<file path="src/rtl/apb_master_bridge_pkg.sv">
// Shared types and default widths for the APB master bridge.
// The command struct is sized with the default widths.
package apb_master_bridge_pkg;

  localparam int DEFAULT_DATA_WIDTH     = 32;
  localparam int DEFAULT_ADDR_WIDTH     = 32;
  localparam int DEFAULT_NBYTES         = DEFAULT_DATA_WIDTH / 8;
  localparam int DEFAULT_TIMEOUT_CYCLES = 16;

  typedef enum logic [1:0] {
    IDLE,
    SETUP,
    ACCESS,
    RESP
  } apb_state_e;

  typedef struct packed {
    logic                          write;
    logic [DEFAULT_ADDR_WIDTH-1:0] addr;
    logic [DEFAULT_DATA_WIDTH-1:0] wdata;
    logic [DEFAULT_NBYTES-1:0]     strb;
  } apb_cmd_t;

endpackage

</file>
<file path="src/rtl/apb_master_bridge_if.sv">
// Interface bundle for the bridge: command, response and APB bus signals.
// The master modport is the bridge's view; slave is the agent/APB-side view.
interface apb_master_bridge_if
  import apb_master_bridge_pkg::*;
#(
  parameter int DATA_WIDTH = DEFAULT_DATA_WIDTH,
  parameter int ADDR_WIDTH = DEFAULT_ADDR_WIDTH
);
  localparam int NBYTES = DATA_WIDTH / 8;

  logic                  cmd_valid;
  logic                  cmd_ready;
  logic                  cmd_write;
  logic [ADDR_WIDTH-1:0] cmd_addr;
  logic [DATA_WIDTH-1:0] cmd_wdata;
  logic [NBYTES-1:0]     cmd_strb;

  logic                  rsp_valid;
  logic                  rsp_ready;
  logic [DATA_WIDTH-1:0] rsp_rdata;
  logic                  rsp_error;

  logic                  PSELx;
  logic                  PENABLE;
  logic [ADDR_WIDTH-1:0] PADDR;
  logic                  PWRITE;
  logic [NBYTES-1:0]     PSTRB;
  logic [DATA_WIDTH-1:0] PWDATA;
  logic [DATA_WIDTH-1:0] PRDATA;
  logic                  PREADY;

  modport master (
    input  cmd_valid, cmd_write, cmd_addr, cmd_wdata, cmd_strb,
    output cmd_ready,
    output rsp_valid, rsp_rdata, rsp_error,
    input  rsp_ready,
    output PSELx, PENABLE, PADDR, PWRITE, PSTRB, PWDATA,
    input  PRDATA, PREADY
  );

  modport slave (
    output cmd_valid, cmd_write, cmd_addr, cmd_wdata, cmd_strb,
    input  cmd_ready,
    input  rsp_valid, rsp_rdata, rsp_error,
    output rsp_ready,
    input  PSELx, PENABLE, PADDR, PWRITE, PSTRB, PWDATA,
    output PRDATA, PREADY
  );

endinterface

</file>
<file path="src/rtl/apb_master_bridge_wait_timer.sv">
// Counts ACCESS cycles spent waiting for PREADY and flags the last allowed one.
// TIMEOUT_CYCLES of 0 means the timer never expires.
module apb_master_bridge_wait_timer
  import apb_master_bridge_pkg::*;
#(
  parameter int TIMEOUT_CYCLES = DEFAULT_TIMEOUT_CYCLES
) (
  input  logic i_clk,
  input  logic i_rst,
  input  logic i_clear,
  input  logic i_enable,
  output logic o_expired
);

  localparam int CW = (TIMEOUT_CYCLES > 0) ? $clog2(TIMEOUT_CYCLES + 1) : 1;

  logic [CW-1:0] r_count;

  always_ff @(posedge i_clk or posedge i_rst) begin
    if (i_rst) begin
      r_count <= '0;
    end else if (i_clear) begin
      r_count <= '0;
    end else if (i_enable && (r_count != '1)) begin
      r_count <= r_count + CW'(1);
    end
  end

  // Expiry is flagged while the final permitted wait cycle is in progress.
  generate
    if (TIMEOUT_CYCLES > 0) begin : g_limit
      localparam logic [CW-1:0] LAST = CW'(TIMEOUT_CYCLES - 1);
      assign o_expired = (r_count == LAST);
    end else begin : g_forever
      assign o_expired = 1'b0;
    end
  endgenerate

endmodule

</file>
<file path="src/rtl/apb_master_bridge.sv">
// APB requester: takes one command over valid/ready, runs a SETUP+ACCESS
// transfer with a PREADY timeout, and returns data/status over valid/ready.
module apb_master_bridge
  import apb_master_bridge_pkg::*;
#(
  parameter int DATA_WIDTH     = DEFAULT_DATA_WIDTH,
  parameter int ADDR_WIDTH     = DEFAULT_ADDR_WIDTH,
  parameter int TIMEOUT_CYCLES = DEFAULT_TIMEOUT_CYCLES
) (
  input logic                 PCLK,
  input logic                 PRESET,
  apb_master_bridge_if.master bus
);

  localparam int NBYTES = DATA_WIDTH / 8;

  apb_state_e            r_state;
  apb_state_e            w_stateNext;
  logic                  w_accept;
  logic                  w_expired;
  logic                  w_timerEnable;

  logic                  r_psel;
  logic                  r_penable;
  logic                  r_pwrite;
  logic [ADDR_WIDTH-1:0] r_paddr;
  logic [DATA_WIDTH-1:0] r_pwdata;
  logic [NBYTES-1:0]     r_pstrb;
  logic                  r_rspValid;
  logic [DATA_WIDTH-1:0] r_rspRdata;
  logic                  r_rspError;

  assign w_accept      = (r_state == IDLE) && bus.cmd_valid;
  assign w_timerEnable = (r_state == ACCESS) && !bus.PREADY;

  apb_master_bridge_wait_timer #(
    .TIMEOUT_CYCLES(TIMEOUT_CYCLES)
  ) u_waitTimer (
    .i_clk    (PCLK),
    .i_rst    (PRESET),
    .i_clear  (w_accept),
    .i_enable (w_timerEnable),
    .o_expired(w_expired)
  );

  always_ff @(posedge PCLK or posedge PRESET) begin
    if (PRESET) r_state <= IDLE;
    else        r_state <= w_stateNext;
  end

  always_comb begin
    w_stateNext = r_state;
    unique case (r_state)
      IDLE:    if (bus.cmd_valid) w_stateNext = SETUP;
      SETUP:   w_stateNext = ACCESS;
      ACCESS:  if (bus.PREADY || w_expired) w_stateNext = RESP;
      RESP:    if (bus.rsp_ready) w_stateNext = IDLE;
      default: w_stateNext = IDLE;
    endcase
  end

  // Bus and response registers; PREADY takes priority over a same-cycle timeout.
  always_ff @(posedge PCLK or posedge PRESET) begin
    if (PRESET) begin
      r_psel     <= 1'b0;
      r_penable  <= 1'b0;
      r_pwrite   <= 1'b0;
      r_paddr    <= '0;
      r_pwdata   <= '0;
      r_pstrb    <= '0;
      r_rspValid <= 1'b0;
      r_rspRdata <= '0;
      r_rspError <= 1'b0;
    end else begin
      unique case (r_state)
        IDLE: begin
          if (w_accept) begin
            r_psel   <= 1'b1;
            r_paddr  <= bus.cmd_addr;
            r_pwrite <= bus.cmd_write;
            r_pwdata <= bus.cmd_wdata;
            r_pstrb  <= bus.cmd_write ? bus.cmd_strb : '0;
          end
        end
        SETUP: r_penable <= 1'b1;
        ACCESS: begin
          if (bus.PREADY) begin
            r_rspRdata <= r_pwrite ? '0 : bus.PRDATA;
            r_rspError <= 1'b0;
            r_psel     <= 1'b0;
            r_penable  <= 1'b0;
            r_rspValid <= 1'b1;
          end else if (w_expired) begin
            r_rspRdata <= '0;
            r_rspError <= 1'b1;
            r_psel     <= 1'b0;
            r_penable  <= 1'b0;
            r_rspValid <= 1'b1;
          end
        end
        RESP: if (bus.rsp_ready) r_rspValid <= 1'b0;
        default: r_rspValid <= 1'b0;
      endcase
    end
  end

  assign bus.cmd_ready = (r_state == IDLE);
  assign bus.PSELx     = r_psel;
  assign bus.PENABLE   = r_penable;
  assign bus.PWRITE    = r_pwrite;
  assign bus.PADDR     = r_paddr;
  assign bus.PWDATA    = r_pwdata;
  assign bus.PSTRB     = r_pstrb;
  assign bus.rsp_valid = r_rspValid;
  assign bus.rsp_rdata = r_rspRdata;
  assign bus.rsp_error = r_rspError;

endmodule

</file>
<file path="src/flat_wrapper.sv">
// flat-port wrapper written by rule: the top's interface ports become plain ports
module apb_master_bridge_flat import apb_master_bridge_pkg::*;
#(
  parameter int DATA_WIDTH     = DEFAULT_DATA_WIDTH,
  parameter int ADDR_WIDTH     = DEFAULT_ADDR_WIDTH,
  parameter int TIMEOUT_CYCLES = DEFAULT_TIMEOUT_CYCLES
)
  (PCLK, PRESET, bus_cmd_valid, bus_cmd_write, bus_cmd_addr, bus_cmd_wdata, bus_cmd_strb, bus_cmd_ready, bus_rsp_valid, bus_rsp_rdata, bus_rsp_error, bus_rsp_ready, bus_PSELx, bus_PENABLE, bus_PADDR, bus_PWRITE, bus_PSTRB, bus_PWDATA, bus_PRDATA, bus_PREADY);
  apb_master_bridge_if #(.DATA_WIDTH(DATA_WIDTH), .ADDR_WIDTH(ADDR_WIDTH)) bus_i ();
  input logic PCLK;
  input logic PRESET;
  input wire logic [$bits(bus_i.cmd_valid)-1:0] bus_cmd_valid;
  input wire logic [$bits(bus_i.cmd_write)-1:0] bus_cmd_write;
  input wire logic [$bits(bus_i.cmd_addr)-1:0] bus_cmd_addr;
  input wire logic [$bits(bus_i.cmd_wdata)-1:0] bus_cmd_wdata;
  input wire logic [$bits(bus_i.cmd_strb)-1:0] bus_cmd_strb;
  output wire logic [$bits(bus_i.cmd_ready)-1:0] bus_cmd_ready;
  output wire logic [$bits(bus_i.rsp_valid)-1:0] bus_rsp_valid;
  output wire logic [$bits(bus_i.rsp_rdata)-1:0] bus_rsp_rdata;
  output wire logic [$bits(bus_i.rsp_error)-1:0] bus_rsp_error;
  input wire logic [$bits(bus_i.rsp_ready)-1:0] bus_rsp_ready;
  output wire logic [$bits(bus_i.PSELx)-1:0] bus_PSELx;
  output wire logic [$bits(bus_i.PENABLE)-1:0] bus_PENABLE;
  output wire logic [$bits(bus_i.PADDR)-1:0] bus_PADDR;
  output wire logic [$bits(bus_i.PWRITE)-1:0] bus_PWRITE;
  output wire logic [$bits(bus_i.PSTRB)-1:0] bus_PSTRB;
  output wire logic [$bits(bus_i.PWDATA)-1:0] bus_PWDATA;
  input wire logic [$bits(bus_i.PRDATA)-1:0] bus_PRDATA;
  input wire logic [$bits(bus_i.PREADY)-1:0] bus_PREADY;
  assign bus_i.cmd_valid = bus_cmd_valid;
  assign bus_i.cmd_write = bus_cmd_write;
  assign bus_i.cmd_addr = bus_cmd_addr;
  assign bus_i.cmd_wdata = bus_cmd_wdata;
  assign bus_i.cmd_strb = bus_cmd_strb;
  assign bus_cmd_ready = bus_i.cmd_ready;
  assign bus_rsp_valid = bus_i.rsp_valid;
  assign bus_rsp_rdata = bus_i.rsp_rdata;
  assign bus_rsp_error = bus_i.rsp_error;
  assign bus_i.rsp_ready = bus_rsp_ready;
  assign bus_PSELx = bus_i.PSELx;
  assign bus_PENABLE = bus_i.PENABLE;
  assign bus_PADDR = bus_i.PADDR;
  assign bus_PWRITE = bus_i.PWRITE;
  assign bus_PSTRB = bus_i.PSTRB;
  assign bus_PWDATA = bus_i.PWDATA;
  assign bus_i.PRDATA = bus_PRDATA;
  assign bus_i.PREADY = bus_PREADY;
  apb_master_bridge #(.DATA_WIDTH(DATA_WIDTH), .ADDR_WIDTH(ADDR_WIDTH), .TIMEOUT_CYCLES(TIMEOUT_CYCLES)) u_core (.PCLK(PCLK), .PRESET(PRESET), .bus(bus_i));
endmodule
</file>
<file path="config.mk">
export PLATFORM = sky130hd
export DESIGN_NAME = apb_master_bridge_flat
export DESIGN_NICKNAME = d
export VERILOG_FILES = /design/src/rtl/apb_master_bridge_pkg.sv /design/src/rtl/apb_master_bridge_if.sv /design/src/rtl/apb_master_bridge_wait_timer.sv /design/src/rtl/apb_master_bridge.sv /design/src/flat_wrapper.sv
export SDC_FILE = /design/constraint.sdc
export NUM_CORES = 1
export LEC_CHECK = 0
export ABC_AREA = 1
export ABC_CLOCK_PERIOD_IN_PS = 4000
export CAP_MARGIN = 20
export CORE_MARGIN = 1
export CORE_UTILIZATION = 41
export DETAILED_ROUTE_END_ITERATION = 12
export PLACE_DENSITY_LB_ADDON = 0.08
export SKIP_LAST_GASP = 1
export SYNTH_ARGS = -nofsm -noshare
export SYNTH_HDL_FRONTEND = slang
export SYNTH_SLANG_ARGS = --single-unit
</file>
<file path="constraint.sdc">
create_clock -name PCLK -period 4 [get_ports PCLK]
set_input_delay 0.6 -clock PCLK [delete_from_list [all_inputs] [get_ports PCLK]]
set_output_delay 0.6 -clock PCLK [all_outputs]
set_load 0.05 [all_outputs]
</file>
* Word level (Yosys, flattened, before mapping)
Cells that the tools add are included.
** Word-level totals
- Word-level logic and storage cells :: 59
- Bits of input ports :: 106
- Register bits after elaboration :: 112
- Output and inout bits :: 106
** Operators by class
- Reduce and logical (&&, ||, !) cells :: 17
- Muxes and demuxes :: 20
- $add $sub $neg :: 1
- Equal/unequal tests :: 10
** Operators with widths (number)
- 32-bit two-way mux :: 3
- 5-bit two-way mux :: 2
- 2-bit nonzero test :: 5
- 3-bit AND reduction :: 3
- 2-bit one-hot mux with 4 select lines :: 1
- 1-bit two-way mux :: 7
- 2-bit two-way mux :: 3
- 2-bit inequality test, second input constant :: 3
- 1-bit one-hot mux with 2 select lines :: 3
- 2-bit AND reduction :: 3
- 5-bit by 1-bit adder with 5-bit output, second input constant :: 1
- 5-bit by 4-bit equality test with 1-bit output, second input constant :: 1
- 5-bit inequality test, second input constant :: 1
- 2-bit equality test, second input constant :: 2
- 4-bit two-way mux :: 1
- 1-bit logical AND :: 3
- 3-bit by 2-bit inequality test with 1-bit output, second input constant :: 1
- 2-bit by 1-bit equality test with 1-bit output, second input constant :: 1
- 2-bit logical NOT :: 1
- 2-bit by 1-bit inequality test with 1-bit output, second input constant :: 1
- 1-bit logical NOT :: 1
- 1-bit logical OR :: 1

* Longest topological paths before layout
Gate-level depths: netlist of run 1.
- Depth after elaboration :: 5
- Gate-level depth with buffers :: 8
- Gate-level depth less buffers :: 8

* Hierarchy
Synthesis of run 1 repeated with hierarchy kept, for this count alone.
** Unflattened totals
- Cell total of the unflattened synthesis :: 520
- Area total of the unflattened synthesis :: 4596.9 sq um
** Modules (own cells, without submodules)
- apb_master_bridge :: area an instance 4297.9 sq um, sequential area each 2677.6 sq um, cells each 482, times used 1
- apb_master_bridge_wait_timer :: area an instance 299.0 sq um, sequential area each 125.1 sq um, cells each 38, times used 1

* Worst setup path before layout of run 1
OpenSTA, ideal clock, no wires.
- Kind :: reg-to-reg
- Start point :: register u_core.r_state[0]
- End point :: register u_core.r_paddr[0], in the netlist u_core.bus.PADDR[0]
- Required time :: 3882 ps
- Period minus slack after synthesis :: 1748 ps
- Buffers on the path :: 2
- Setup slack :: 2252 ps
- Arrival :: 1631 ps
- Library setup time :: 118 ps
- Stages on the path, launching flop included :: 8
- Cells stage by stage :: dfrtp_1 -> inv_1 -> ha_1 -> nand2_2 -> buf_2 -> buf_2 -> nand2_1 -> nand2_1
** On the way
- Word-level cells in the longest chain between the ends :: 3
** RTL lines
- start: declaration :: RTL line apb_master_bridge.sv:17 : apb_state_e r_state;
- start signal: assignment :: RTL line apb_master_bridge.sv:48 : else r_state <= w_stateNext;
- 2-bit logical NOT *
- named net bus_cmd_ready :: RTL line flat_wrapper.sv:17 : output wire logic [$bits(bus_i.cmd_ready)-1:0] bus_cmd_ready;
- 1-bit logical AND :: RTL line apb_master_bridge.sv:33 : assign w_accept = (r_state == IDLE) && bus.cmd_valid;
- 2-bit AND reduction (no line) *
- end signal: assignment :: RTL line apb_master_bridge.sv:79 : r_paddr <= bus.cmd_addr;
- end: declaration :: RTL line apb_master_bridge.sv:26 : logic [ADDR_WIDTH-1:0] r_paddr;
Mark *: on every way through the listed nets, which the timed path passes. The rest lies on a longest branch.
A chain may end at the register's enable or synchronous reset.

* Worst setup path after layout of run 1
- Start point :: register u_core.r_state[0]
- End point :: output port bus_cmd_ready
** On the way
- Word-level cells in the longest chain between the ends :: 1
** RTL lines
- 2-bit logical NOT :: RTL line apb_master_bridge.sv:107 : assign bus.cmd_ready = (r_state == IDLE);
- end: declaration :: RTL line flat_wrapper.sv:17
Every way passes these cells.

==> results.sh, run 1 <==
export IMPL_status="completed"
export IMPL_critical_path_startpoint_type="flip-flop"
export IMPL_die_width_um=106.7
export IMPL_post_syn_nets=618
export IMPL_die_height_um=106.7
export IMPL_post_cts_buffers=0
export IMPL_setup_violations=0
export IMPL_max_vdd_ir_drop_v=0.0005014
export IMPL_clk_pin_slew_ps=100
export IMPL_layout_drive_gt1_share_pct=3.916
export IMPL_tritoncts="yes"
export IMPL_crit_path_max_fanout=5
export IMPL_yosysTopAreaCell="sky130_fd_sc_hd__dfrtp_1"
export IMPL_totalNegativeSetupSlack_ps=0
export IMPL_timing_reg2reg_worst_path_depth=6
export IMPL_slowest_stage="sky130_fd_sc_hd__clkdlybuf4s50_1"
export IMPL_cts_sink_count=112
export IMPL_grt_overflow_total=0
export IMPL_cts_buffers=9
export IMPL_finish_net_count=822
export IMPL_timing_critical_path_max_delay_family="buffers and inverters"
export IMPL_antenna_found_initial=0
export IMPL_report_final_slew_viol_count=0
export IMPL_finalCriticalPeriod_ps=2573
export IMPL_relSlewSlack_pct=41.61
export IMPL_antenna_violating_nets_post_route=0
export IMPL_worst_clock_skew_ps=12.12
export IMPL_rr_startpoint="u_core.u_waitTimer.r_count[0]"
export IMPL_syn_area_per_cell_um2=8.875
export IMPL_place_hpwl_um=8206
export IMPL_routed_via_density=4.630
export IMPL_place_worst_setup_slack_ps=1427
export IMPL_route_detailed_drc=0
export IMPL_static_leakage_power_nw=3.263
export IMPL_synth_warnings=0
export IMPL_cap_viol_max_count=0
export IMPL_timing_critical_path_to_type="output port"
export IMPL_main_combinational_cell_family_by_area_after_synthesis="simple AND/OR/NAND/NOR gates"
export IMPL_insertion_delay_ps=360
export IMPL_synth_seq_cells=112
export IMPL_post_synth_fa_ha_maj_area_fraction_pct=1.672
export IMPL_root_buf_cell="sky130_fd_sc_hd__clkbuf_8"
export IMPL_transition_time_at_the_pin_with_the_least_slew_margin_ps=872.6
export IMPL_simple_gate_area_share_of_the_yosys_netlist_pct=25.41
export IMPL_cp_buffers_inverters=2
export IMPL_groute_usage_overall_pct=20.34
export IMPL_path_cells="inv_1 > ha_1 > clkdlybuf4s50_1"
export IMPL_number_of_global_route_vias_before_repair=3758
export IMPL_io_pins=212
export IMPL_r2r_end="u_core.bus.rsp_rdata[14]"
export IMPL_vias=3940
export IMPL_timing_fmax_mhz=388.7
export IMPL_cp_depth=3
export IMPL_detailedRoute_firstIterationViolations=239
export IMPL_critical_path_arrival_ps=1970
export IMPL_post_route_period_util_pct=64.32
export IMPL_largest_net_degree_at_the_start_of_global_routing=90
export IMPL_syn_instance_count=506
export IMPL_num_rows=37
export IMPL_timing_hold_violations_final=0
export IMPL_start_util_pct=42.92
export IMPL_worst_path_largest_cell_delay_ps=840
export IMPL_cp_data_required_time_ps=3400
export IMPL_post_synth_top_area_fraction_pct=62.41
export IMPL_grt_pass1_wl_um=18220
export IMPL_cts_resized=0
export IMPL_timing_reg2reg_setup_slack_ps=1600
export IMPL_fraction_of_the_yosys_area_taken_by_sequential_cells_pct=62.41
export IMPL_globalplace_congestion=0.7602
export IMPL_synth_area_top_cells="sky130_fd_sc_hd__dfrtp_1, sky130_fd_sc_hd__nand2_1, sky130_fd_sc_hd__o21ai_0"
export IMPL_cts_max_level=3
export IMPL_wirelength_um=11530
export IMPL_drt_pre_antenna_iters=6
export IMPL_timing_hold_worst_path_depth=2
export IMPL_synth_distinct_cells=19
export IMPL_detail_route_wl_per_cell_um=13.55
export IMPL_core_area_um2=10460
export IMPL_synth_xor_area_share_pct=0
export IMPL_final_critical_path_setup_slack_ps=1427
export IMPL_critPathKind="reg -> out"
export IMPL_flow_area_growth_from_synthesis_pct=52.91
export IMPL_finalHoldWorstSlack_ps=486.7
export IMPL_grt_setup_unrepaired="no"
export IMPL_port_buffers=211
export IMPL_holdPathEnd="u_core.bus.PWDATA[30]"
export IMPL_die_area_um2=11380
export IMPL_min_delay_start="u_core.bus.PWDATA[30]"
export IMPL_cts_hold_buffers=0
export IMPL_netlist_area_um2=4491
export IMPL_clock_path_buffers=2
export IMPL_synth_area_mux_share_pct=0
export IMPL_worstHoldPathType="reg -> reg"
export IMPL_cellPowerDensity_nw_per_um2=932.9
export IMPL_insertedDiodeCount=0
export IMPL_synth_compound_area_share_pct=5.795
export IMPL_finish_utilization_pct=65.63
kinds of logic after synthesis:
logic type	Yosys count
compound gates	51
fa+ha+maj	6
buf+inv	38
flops	112
simple gates	299
cell usage in the layout (no fill, tap or decap), types with 3 or more instances in the layout:
| cell type | instances |
|---|---|
| sky130_fd_sc_hd__ha_1 | 6 |
| sky130_fd_sc_hd__o21ai_1 | 16 |
| sky130_fd_sc_hd__nand2_1 | 283 |
| sky130_fd_sc_hd__buf_4 | 6 |
| sky130_fd_sc_hd__nand3_1 | 5 |
| sky130_fd_sc_hd__nor2_1 | 8 |
| sky130_fd_sc_hd__clkbuf_8 | 10 |
| sky130_fd_sc_hd__o21ai_0 | 31 |
| sky130_fd_sc_hd__inv_1 | 10 |
| sky130_fd_sc_hd__clkdlybuf4s50_1 | 211 |
| sky130_fd_sc_hd__clkinv_4 | 3 |
| sky130_fd_sc_hd__dfrtp_1 | 112 |
area by class of cell:
class	count	area [µm²]
Clock inverter	5	40.04
Multi-Input combinational cell	356	1484
Inverter	13	51.30
Clock buffer	11	141.4
Fill cell	922	3596
Sequential cell	112	2803
Tap cell	136	170.2
Timing Repair Buffer	218	2177
registers in the layout, indices dropped and copies added, names as in the netlist:
register	count
u_core.r_state	2
u_core.bus.PSELx	1
u_core.bus.PSTRB	4
u_core.bus.rsp_valid	1
u_core.u_waitTimer.r_count	5
u_core.bus.PADDR	32
u_core.bus.PWDATA	32
u_core.bus.rsp_error	1
u_core.bus.PWRITE	1
u_core.bus.rsp_rdata	32
u_core.bus.PENABLE	1
worst register-to-register path, cell delays in order, from the launching register on:
cell,delay (ps)
sky130_fd_sc_hd__dfrtp_1,410
sky130_fd_sc_hd__ha_1,230
sky130_fd_sc_hd__and3_1,180
sky130_fd_sc_hd__ha_1,230
sky130_fd_sc_hd__o21ai_4,690
sky130_fd_sc_hd__buf_4,390
sky130_fd_sc_hd__o21ai_0,160
power breakdown:
part	total [mW]	internal (mW)	switching, mW
Clock	0.627	0.249	0.377
Sequential	1.94	1.65	0.287
Combinational	3.84	1.22	2.63
metal layers:
layer | up-vias | global-route usage, % | wire (µm)
li1 | 1962 | - | -
met1 | 1830 | 26.59 | 4963
met2 | 139 | 32.72 | 5481
met3 | 9 | 5.410 | 973
met4 | 0 | 7.143 | 110
met5 | - | 0 | 0
synthesized netlist by cell type:
master / number
sky130_fd_sc_hd__inv_1: 11
sky130_fd_sc_hd__buf_4: 8
sky130_fd_sc_hd__o21ai_0: 31
sky130_fd_sc_hd__a21oi_1: 2
sky130_fd_sc_hd__o21ai_2: 1
sky130_fd_sc_hd__nand3_1: 5
sky130_fd_sc_hd__dfrtp_1: 112
sky130_fd_sc_hd__buf_6: 4
sky130_fd_sc_hd__ha_1: 6
sky130_fd_sc_hd__clkbuf_1: 6
sky130_fd_sc_hd__buf_2: 7
sky130_fd_sc_hd__inv_2: 2
sky130_fd_sc_hd__nand2_2: 1
sky130_fd_sc_hd__o22ai_1: 1
sky130_fd_sc_hd__o21ai_1: 16
sky130_fd_sc_hd__nand2_1: 283
sky130_fd_sc_hd__nor2_1: 8
sky130_fd_sc_hd__and3_1: 1
sky130_fd_sc_hd__nor2_4: 1
through the flow:
stage / power [mW] / std cells / area [µm²]
2_1_floorplan: 4.491 / 506 / 4491
3_3_place_gp: 5.749 / 834 / 6665
3_5_place_dp: 5.826 / 834 / 6665
4_1_cts: 6.464 / 850 / 6847
5_1_grt: 6.758 / 851 / 6867
6_report: 6.406 / 851 / 6867
worst max-delay path by stage:
stage / start / end / slack (ps)
floorplan: PRESET / u_core.bus.PADDR[0] / 440
global placement: bus_PREADY / u_core.bus.rsp_rdata[12] / 1530
detailed placement: bus_PREADY / u_core.bus.rsp_rdata[14] / 1430
CTS: u_core.r_state[0] / bus_cmd_ready / 1410
global route: u_core.u_waitTimer.r_count[0] / u_core.bus.rsp_rdata[14] / 1340
finish: u_core.r_state[0] / bus_cmd_ready / 1430
(Power assumes the default switching activity.)
==> run 2, diff against run 1 <==
--- a/config.mk
+++ b/config.mk
@@ -6,7 +6,7 @@
 export NUM_CORES = 1
 export LEC_CHECK = 0
 export ABC_AREA = 1
-export ABC_CLOCK_PERIOD_IN_PS = 4000
+export ABC_CLOCK_PERIOD_IN_PS = 2550
 export CAP_MARGIN = 20
 export CORE_MARGIN = 1
 export CORE_UTILIZATION = 41
==> constraint.sdc (replaced) <==
create_clock -name PCLK -period 2.55 [get_ports PCLK]
set_input_delay 0.3825 -clock PCLK [delete_from_list [all_inputs] [get_ports PCLK]]
set_output_delay 0.3825 -clock PCLK [all_outputs]
set_load 0.05 [all_outputs]
==> run 2 against run 1 <==
  * Worst hold slack lost 40 ps
  * Cell count is the same
  * Global-route usage grew 0.17 points
  * Critical path depth is the same
  * Non-clock buffer count is the same
  * Via count grew 0.20%
  * Final area grew 1.2%
  * Sequential share of layout area shrank 0.48 points
  * Critical path type unchanged
  * Critical endpoint unchanged
  * Largest cell class unchanged
==> results.sh, run 2 (same netlist as run 1, synthesis figures left out) <==
export IMPL_drt_pre_antenna_iters=4
export IMPL_flow_area_growth_from_synthesis_pct=54.72
export IMPL_timing_critical_path_to_type="output port"
export IMPL_path_cells="inv_1 > ha_1 > clkdlybuf4s50_1"
export IMPL_cp_data_required_time_ps=2170
export IMPL_grt_pass1_wl_um=18280
export IMPL_antenna_found_initial=0
export IMPL_grt_setup_unrepaired="no"
export IMPL_critPathKind="reg -> out"
export IMPL_cts_sink_count=112
export IMPL_route_detailed_drc=0
export IMPL_total_power_mw=10.17
export IMPL_worst_path_largest_cell_delay_ps=840
export IMPL_tritoncts="yes"
export IMPL_io_pins=212
export IMPL_detail_route_wl_per_cell_um=13.40
export IMPL_clk_pin_slew_ps=100
export IMPL_finalCriticalPeriod_ps=2345
export IMPL_detailedRoute_firstIterationViolations=154
export IMPL_cts_max_level=3
export IMPL_core_area_um2=10460
export IMPL_layout_cells_non_filler=851
export IMPL_cts_resized=0
export IMPL_worst_clock_skew_ps=10.33
export IMPL_worstHoldPathType="in -> async"
export IMPL_slowest_stage="sky130_fd_sc_hd__clkdlybuf4s50_1"
export IMPL_antenna_violating_nets_post_route=0
export IMPL_dpl_cell_count=835
export IMPL_die_area_um2=11380
export IMPL_r2r_end="u_core.bus.rsp_rdata[21]"
export IMPL_start_util_pct=42.92
export IMPL_timing_fmax_mhz=426.5
export IMPL_cap_viol_max_count=0
export IMPL_rr_startpoint="u_core.u_waitTimer.r_count[0]"
export IMPL_cts_buffers=9
export IMPL_number_of_global_route_vias_before_repair=3884
export IMPL_root_buf_cell="sky130_fd_sc_hd__clkbuf_8"
export IMPL_totalNegativeSetupSlack_ps=0
export IMPL_timing_reg2reg_setup_slack_ps=560
export IMPL_finish_net_count=822
export IMPL_clock_path_buffers=2
export IMPL_insertedDiodeCount=0
export IMPL_cp_endpoint="bus_cmd_ready"
export IMPL_globalplace_congestion=0.7443
export IMPL_finish_utilization_pct=66.41
export IMPL_report_final_slew_viol_count=0
export IMPL_max_vdd_ir_drop_v=0.0008294
export IMPL_status="completed"
export IMPL_timing_reg2reg_worst_path_depth=6
export IMPL_vias=3948
export IMPL_timing_hold_violations_final=0
export IMPL_crit_path_max_fanout=5
export IMPL_layout_drive_gt1_share_pct=3.776
export IMPL_insertion_delay_ps=370
export IMPL_die_height_um=106.7
export IMPL_post_route_period_util_pct=91.95
export IMPL_num_rows=37
export IMPL_setup_violations=0
export IMPL_critical_path_arrival_ps=1960
export IMPL_post_cts_buffers=0
export IMPL_transition_time_at_the_pin_with_the_least_slew_margin_ps=621.8
export IMPL_critical_path_startpoint_type="flip-flop"
export IMPL_cts_hold_buffers=0
export IMPL_relSlewSlack_pct=58.46
export IMPL_die_width_um=106.7
export IMPL_routed_via_density=4.639
export IMPL_groute_usage_overall_pct=20.51
export IMPL_mostFrequentLayoutCells="sky130_fd_sc_hd__nand2_1, sky130_fd_sc_hd__clkdlybuf4s50_1, sky130_fd_sc_hd__dfrtp_1, sky130_fd_sc_hd__o21ai_0, sky130_fd_sc_hd__o21ai_1"
export IMPL_port_buffers=211
export IMPL_final_common_cell="sky130_fd_sc_hd__nand2_1"
export IMPL_worstSetupStartpoint="u_core.r_state[0]"
export IMPL_largest_net_degree_at_the_start_of_global_routing=67
export IMPL_static_leakage_power_nw=3.292
export IMPL_place_hpwl_um=8307
export IMPL_grt_overflow_total=0
export IMPL_cellPowerDensity_nw_per_um2=1463
export IMPL_wirelength_um=11410
## run 2: changes by cell type in the layout (fill, tap and decap cells not counted)
cell and delta:
sky130_fd_sc_hd__clkinvlp_4 +1, sky130_fd_sc_hd__inv_6 -1, sky130_fd_sc_hd__buf_4 -5, sky130_fd_sc_hd__clkbuf_1 +1, sky130_fd_sc_hd__clkinv_2 +1, sky130_fd_sc_hd__inv_4 -1
sky130_fd_sc_hd__clkbuf_8 +1, sky130_fd_sc_hd__bufinv_16 +1, sky130_fd_sc_hd__buf_12 +5, sky130_fd_sc_hd__clkinv_4 -3
## run 2: metal layers
metal / GRT usage (%) / wire length [µm] / vias to the layer above
met5: 0 / 0 / -
met4: 7.730 / 252 / 0
met3: 7.538 / 1060 / 20
met2: 33.46 / 5432 / 145
met1: 24.82 / 4660 / 1822
li1: - / - / 1961
## run 2: critical path: cells and delay by family, from the launching register on
family	cells	cell delay (ps)
flip-flops	1	410
buffers and inverters	2	930
adder cells (fa/ha/maj)	1	250
## run 2: how the worst min path moves through the flow
stage                                     from                   end  cells past startpoint
after floorplan                     bus_PREADY  u_core.bus.rsp_error                      1
after global placement    u_core.bus.PADDR[14]  u_core.bus.PADDR[14]                      2
after detailed placement  u_core.bus.PADDR[12]  u_core.bus.PADDR[12]                      2
after CTS                               PRESET  u_core.bus.PWDATA[5]                      2
after global routing                    PRESET     u_core.bus.PWRITE                      2
final                                   PRESET   u_core.bus.PSTRB[1]                      2
## run 2: layout make-up
cell class / instances / area (µm²)
fillers: 891 / 3515
flip-flops and latches: 112 / 2803
repair buffers: 218 / 2240
multi-input cells: 356 / 1484
well taps: 136 / 170.2
clock buffers: 13 / 158.9
inverters: 13 / 52.55
clock inverters: 3 / 40.04
## run 2: through the flow
step	area [µm²]	hold slack (ps)	worst slack (ps)
2_1_floorplan	4494	473.6	801.8
3_3_place_gp	6749	460.6	617.1
3_5_place_dp	6749	464.1	575.3
4_1_cts	6948	452.5	190.0
5_1_grt	6948	470.7	103.9
6_report	6948	447.1	205.3
## run 2: report_power, final
group	total [mW]	switching, mW	internal (mW)	leakage [nW]
logic	6.06	4.11	1.95	1.76
clock network	1.07	0.559	0.507	0.103
registers	3.04	0.450	2.59	1.43
==> run 3, diff against run 2 <==
--- a/config.mk
+++ b/config.mk
@@ -6,7 +6,7 @@
 export NUM_CORES = 1
 export LEC_CHECK = 0
 export ABC_AREA = 1
-export ABC_CLOCK_PERIOD_IN_PS = 2550
+export ABC_CLOCK_PERIOD_IN_PS = 2410
 export CAP_MARGIN = 20
 export CORE_MARGIN = 1
 export CORE_UTILIZATION = 41
==> constraint.sdc (replaced) <==
create_clock -name PCLK -period 2.41 [get_ports PCLK]
set_input_delay 0.3615 -clock PCLK [delete_from_list [all_inputs] [get_ports PCLK]]
set_output_delay 0.3615 -clock PCLK [all_outputs]
set_load 0.05 [all_outputs]
==> run 3 against run 2 <==
  * Worst hold slack improved by 37 ps
  * Final area decreased by 1.0%
  * Core utilization decreased by 0.69 points
  * Worst setup slack improved by 190 ps
  * Count of clock-buffer cells in the layout unchanged
  * Largest power group unchanged
  * Cell count increased by 0.12%
  * Global-route usage increased by 0.41 points
  * Sequential power increased by 5%
  * First-iteration DRC count increased by 99%
  * Combinational power increased by 5.9%
==> results.sh, run 3 (same netlist as run 1, synthesis figures left out) <==
export IMPL_report_final_slew_viol_count=0
export IMPL_port_buffers=211
export IMPL_worstHoldPathType="reg -> reg"
export IMPL_antenna_violating_nets_post_route=0
export IMPL_clk_pin_slew_ps=100
export IMPL_post_cts_buffers=0
export IMPL_crit_path_max_fanout=3
export IMPL_die_height_um=106.7
export IMPL_root_buf_cell="sky130_fd_sc_hd__clkbuf_8"
export IMPL_core_area_um2=10460
export IMPL_place_hpwl_um=8215
export IMPL_largest_net_degree_at_the_start_of_global_routing=113
export IMPL_start_util_pct=42.92
export IMPL_cts_hold_buffers=0
export IMPL_route_detailed_drc=0
export IMPL_cp_data_required_time_ps=2050
export IMPL_drt_pre_antenna_iters=5
export IMPL_max_vdd_ir_drop_v=0.0008815
export IMPL_dpl_cell_count=836
export IMPL_critical_path_startpoint_type="flip-flop"
export IMPL_finish_net_count=823
export IMPL_cts_buffers=9
export IMPL_timing_critical_path_max_delay_family="buffers and inverters"
export IMPL_routed_via_density=4.655
export IMPL_placed_cell_area_um2=6706
export IMPL_setup_violations=0
export IMPL_antenna_found_initial=0
export IMPL_slowest_stage="sky130_fd_sc_hd__clkdlybuf4s50_1"
export IMPL_tritoncts="yes"
export IMPL_insertion_delay_ps=360
export IMPL_cellPowerDensity_nw_per_um2=1547
export IMPL_detailedRoute_firstIterationViolations=306
export IMPL_post_route_period_util_pct=83.48
export IMPL_transition_time_at_the_pin_with_the_least_slew_margin_ps=596.4
export IMPL_relSlewSlack_pct=60.24
export IMPL_cp_buffers_inverters=1
export IMPL_vias=3966
export IMPL_layout_cells_non_filler=852
export IMPL_grt_overflow_total=0
export IMPL_cp_depth=1
export IMPL_grt_setup_unrepaired="no"
export IMPL_layout_drive_gt1_share_pct=3.771
export IMPL_timing_hold_worst_path_depth=2
export IMPL_num_rows=37
export IMPL_status="completed"
export IMPL_path_cells="clkdlybuf4s50_1"
export IMPL_n_fill_cell=893
export IMPL_timing_fmax_mhz=497.0
export IMPL_die_area_um2=11380
export IMPL_io_pins=212
export IMPL_timing_critical_path_to_type="output port"
export IMPL_flow_area_growth_from_synthesis_pct=53.11
export IMPL_insertedDiodeCount=0
export IMPL_cts_resized=0
export IMPL_detail_route_wl_per_cell_um=13.60
export IMPL_worst_path_largest_cell_delay_ps=830
export IMPL_critPathKind="reg -> out"
export IMPL_final_common_cell="sky130_fd_sc_hd__nand2_1"
export IMPL_die_width_um=106.7
export IMPL_critical_path_arrival_ps=1650
export IMPL_finalHoldWorstSlack_ps=484.3
export IMPL_mostFrequentLayoutCells="sky130_fd_sc_hd__nand2_1, sky130_fd_sc_hd__clkdlybuf4s50_1, sky130_fd_sc_hd__dfrtp_1, sky130_fd_sc_hd__o21ai_0, sky130_fd_sc_hd__o21ai_1"
export IMPL_globalplace_congestion=0.7694
export IMPL_cts_max_level=3
export IMPL_cap_viol_max_count=0
export IMPL_final_area_um2=6875
export IMPL_groute_usage_overall_pct=20.92
export IMPL_totalNegativeSetupSlack_ps=0
export IMPL_clock_path_buffers=2
export IMPL_wirelength_um=11590
export IMPL_cts_sink_count=112
export IMPL_timing_hold_violations_final=0
export IMPL_number_of_global_route_vias_before_repair=3896
export IMPL_finalCriticalPeriod_ps=2012
export IMPL_worst_clock_skew_ps=10.23
export IMPL_static_leakage_power_nw=3.267
export IMPL_timing_reg2reg_worst_path_depth=6
export IMPL_grt_pass1_wl_um=18700
-- run 3: path summary, 6_finish.rpt --
kind | to | from | slack (ps)
max in group asynchronous | u_core.bus.PWDATA[18] | PRESET | 1440
max reg2reg | u_core.bus.rsp_rdata[8] | u_core.u_waitTimer.r_count[0] | 570
max | bus_PWRITE | u_core.bus.PWRITE | 400
min | u_core.bus.PADDR[10] | u_core.bus.PADDR[10] | 480
min in group asynchronous | u_core.bus.PWDATA[27] | PRESET | 520
min reg2reg | u_core.bus.PADDR[10] | u_core.bus.PADDR[10] | 480
-- run 3: routing by layer --
layer	GRT usage, %	up-vias	wire, µm
li1	-	1967	-
met1	26.40	1827	4859
met4	9.100	0	276
met3	6.140	20	976
met2	33.50	152	5474
met5	0	-	0
-- run 3: stage by stage --
step	util [%]	total power, mW	worst slack, ps
5_1_grt	65.71	11.25	332.3
3_5_place_dp	64.10	9.709	485.4
4_1_cts	65.69	10.74	65.45
3_3_place_gp	64.10	9.574	528.0
2_1_floorplan	-	7.454	661.8
6_report	65.71	10.63	398.0
-- run 3: cell type report --
class | instances | area (µm²) | area share [%]
well taps | 136 | 170.2 | 2.475
multi-input cells | 356 | 1484 | 21.58
inverters | 13 | 52.55 | 0.7643
clock buffers | 13 | 148.9 | 2.166
clock inverters | 3 | 17.52 | 0.2548
flip-flops and latches | 112 | 2803 | 40.76
repair buffers | 219 | 2200 | 31.99
-- run 3: power breakdown --
part	internal, mW	leakage [nW]	switching [mW]
Combinational	2.05	1.76	4.37
Clock	0.404	0.0834	0.604
Sequential	2.74	1.43	0.468
-- run 3: worst reg2reg max path, stage by stage (launching register included) --
cell,delay [ps]
sky130_fd_sc_hd__dfrtp_1,410
sky130_fd_sc_hd__ha_1,230
sky130_fd_sc_hd__and3_1,170
sky130_fd_sc_hd__ha_1,220
sky130_fd_sc_hd__o21ai_4,130
sky130_fd_sc_hd__buf_4,370
sky130_fd_sc_hd__o21ai_0,180
==> edit, RTL diff (settings of run 1) <==
Re-encode `apb_state_e` (4 states) as Gray code, 2 bits wide.
--- a/src/rtl/apb_master_bridge_pkg.sv
+++ b/src/rtl/apb_master_bridge_pkg.sv
@@ -8,10 +8,10 @@
   localparam int DEFAULT_TIMEOUT_CYCLES = 16;
 
   typedef enum logic [1:0] {
-    IDLE,
-    SETUP,
-    ACCESS,
-    RESP
+    IDLE   = 2'b00,
+    SETUP  = 2'b01,
+    ACCESS = 2'b11,
+    RESP   = 2'b10
   } apb_state_e;
 
   typedef struct packed {
Behaviour: same outputs for any inputs over 4 cycles, from zero or initial values and one cycle with PRESET high; so few cycles prove little.
==> edit against run 1 <==
- sequential cell count stayed put
- clock power shrank 4.6%
- final cell count decreased by 1.5%
- cell area shrank 1.4%
- largest cell class unchanged
- wire length shrank 2.9%
- power is 2.7% lower
- area after synthesis down 2.2%
- largest power group unchanged
- first-iteration DRC count rose by 0.84%
- setup slack gained 200 ps
==> edit: results (changes against run 1) <==
[run_status]
status = completed  ; unchanged

[route]
wl_per_cell_um = 13.4  ; was 13.5 µm
vias = 3856  ; was 3,940
drt-initial-drc-count = 241  ; was 239
first_pass_iters = 5  ; was 6

[power_and_ir_drop]
p_leak_nw = 3.35  ; was 3.26 nW
p_sw_w = 0.00317  ; was 0.00329 W
peakVddDrop_mv = 0.575  ; was 0.501 mV

[cts]
post-cts-setup-buffers = 0  ; unchanged
numCtsBuffers = 9  ; unchanged
clkLatencyLatePin_ps = 380  ; was 360 ps
h-tree-depth = 3  ; unchanged
clk_path_buf_depth = 2  ; unchanged

[hold_path]
worstHoldStart = u_core.bus.PSELx  ; was u_core.bus.PWDATA[30]
hold_end = u_core.bus.PSELx  ; was u_core.bus.PWDATA[30]

[placed_design]
dp_hpwl_um = 7670  ; was 8210 µm
place_congestion = 0.732  ; was 0.760
port_buffers = 211  ; unchanged

[logic_synthesis]
ys_types = 20  ; was 19
synth_area_leaders = dfrtp_1, nand2_1, nand3_1, buf_2, o21ai_0  ; was dfrtp_1, nand2_1, o21ai_0, o21ai_1, ha_1
synth_nets = 604  ; was 618
synth-seq-area-share_pct = 63.8  ; was 62.4%
yosys-top-cells-count = nand2_1, dfrtp_1, nand3_1  ; was nand2_1, dfrtp_1, o21ai_0

[finish]
fin_nets = 806  ; was 822
nFillCells = 887  ; was 922
drive_above_1_share_pct = 3.70  ; was 3.92%

[global_routing]
grt_pass1_wl_um = 18100  ; was 18,200 µm
antenna_found_initial = 0  ; unchanged
grt_start_max_net_pins = 80  ; was 90
grt_util_all_layers_pct = 20.8  ; was 20.3%
grt_pass1_vias = 3720  ; was 3,758

[timing]
skew_ps = 10.8  ; was 12.1 ps
worst_pin_slew_ps = 765  ; was 873 ps

[worst_setup_path]
r2r_slack_ps = 1640  ; was 1600 ps
slowest_delay_ps = 830
ff2ff_path_depth = 9  ; was 6
worstPathArrival_ps = 1770  ; was 1970 ps
r2r-end = u_core.bus.rsp_error  ; was u_core.bus.rsp_rdata[14]

[edit: changes by cell type in the layout (fill, tap and decap cells not counted), sizes merged, moves of 2 or more]
cell   before  now
o21ai      48   10
inv        14   12
nand3       5   36
buf         7    4
ha          6    3
[edit: cells by family (layout without fill, tap and decap cells)]
logic type | after synthesis | in the layout | synth area share (%)
fa+ha+maj | 3 | 3 | 0.855
flops | 112 | 112 | 63.8
simple gates | 332 | 332 | 29.8
buf+inv | 36 | 243 | 4.10
compound gates | 12 | 12 | 1.40
[edit: power by group through the flow]
stage          registers, W  logic, W  clock network [W]
5_1_grt             0.00200   0.00391           0.000664
3_3_place_gp        0.00193   0.00367                  0
2_1_floorplan       0.00364  0.000729                  0
4_1_cts             0.00193   0.00372           0.000622
6_report            0.00193   0.00370           0.000598
3_5_place_dp        0.00194   0.00371                  0
[edit: stage by stage]
step	cells	area, µm²	util (%)	setup slack (ps)	hold WS, ps
final	838	6770	65.3	1630	479
after global routing	838	6770	65.3	1380	497
after CTS	836	6740	64.9	1600	482
after detailed placement	820	6570	63.4	1380	458
after global placement	820	6570	63.4	1410	461
after floorplan	495	4390	-	441	500
[edit: per-layer routing]
layer	global-route usage (%)	wire length (µm)
met1	26.4	4850
met4	6.54	129
met3	6.74	825
met2	33.7	5390
met5	0	0
[edit: worst max-delay path: cells and delay by family (launching register included)]
kind / cells / cell delay (ps)
and+or+nand+nor: 1 / 150
buffers and inverters: 1 / 830
DFF: 1 / 430
[edit: area by class of cell]
cell class,instances,area share [%]
clock buffer,12,2.14
clock inverter,4,0.296
inverter,12,0.702
multi-input combinational,347,20.8
sequential,112,41.4
tap,136,2.51
timing repair buffer,215,32.1
[edit: worst max-delay path by stage]
stage,startpoint,to
after floorplan,PRESET,u_core.bus.PADDR[0]
after global placement,bus_PREADY,u_core.bus.rsp_error
after detailed placement,bus_PREADY,u_core.bus.rsp_error
after CTS,u_core.r_state[1],bus_cmd_ready
after global routing,u_core.u_waitTimer.r_count[0],u_core.bus.PENABLE
final,u_core.r_state[1],bus_cmd_ready
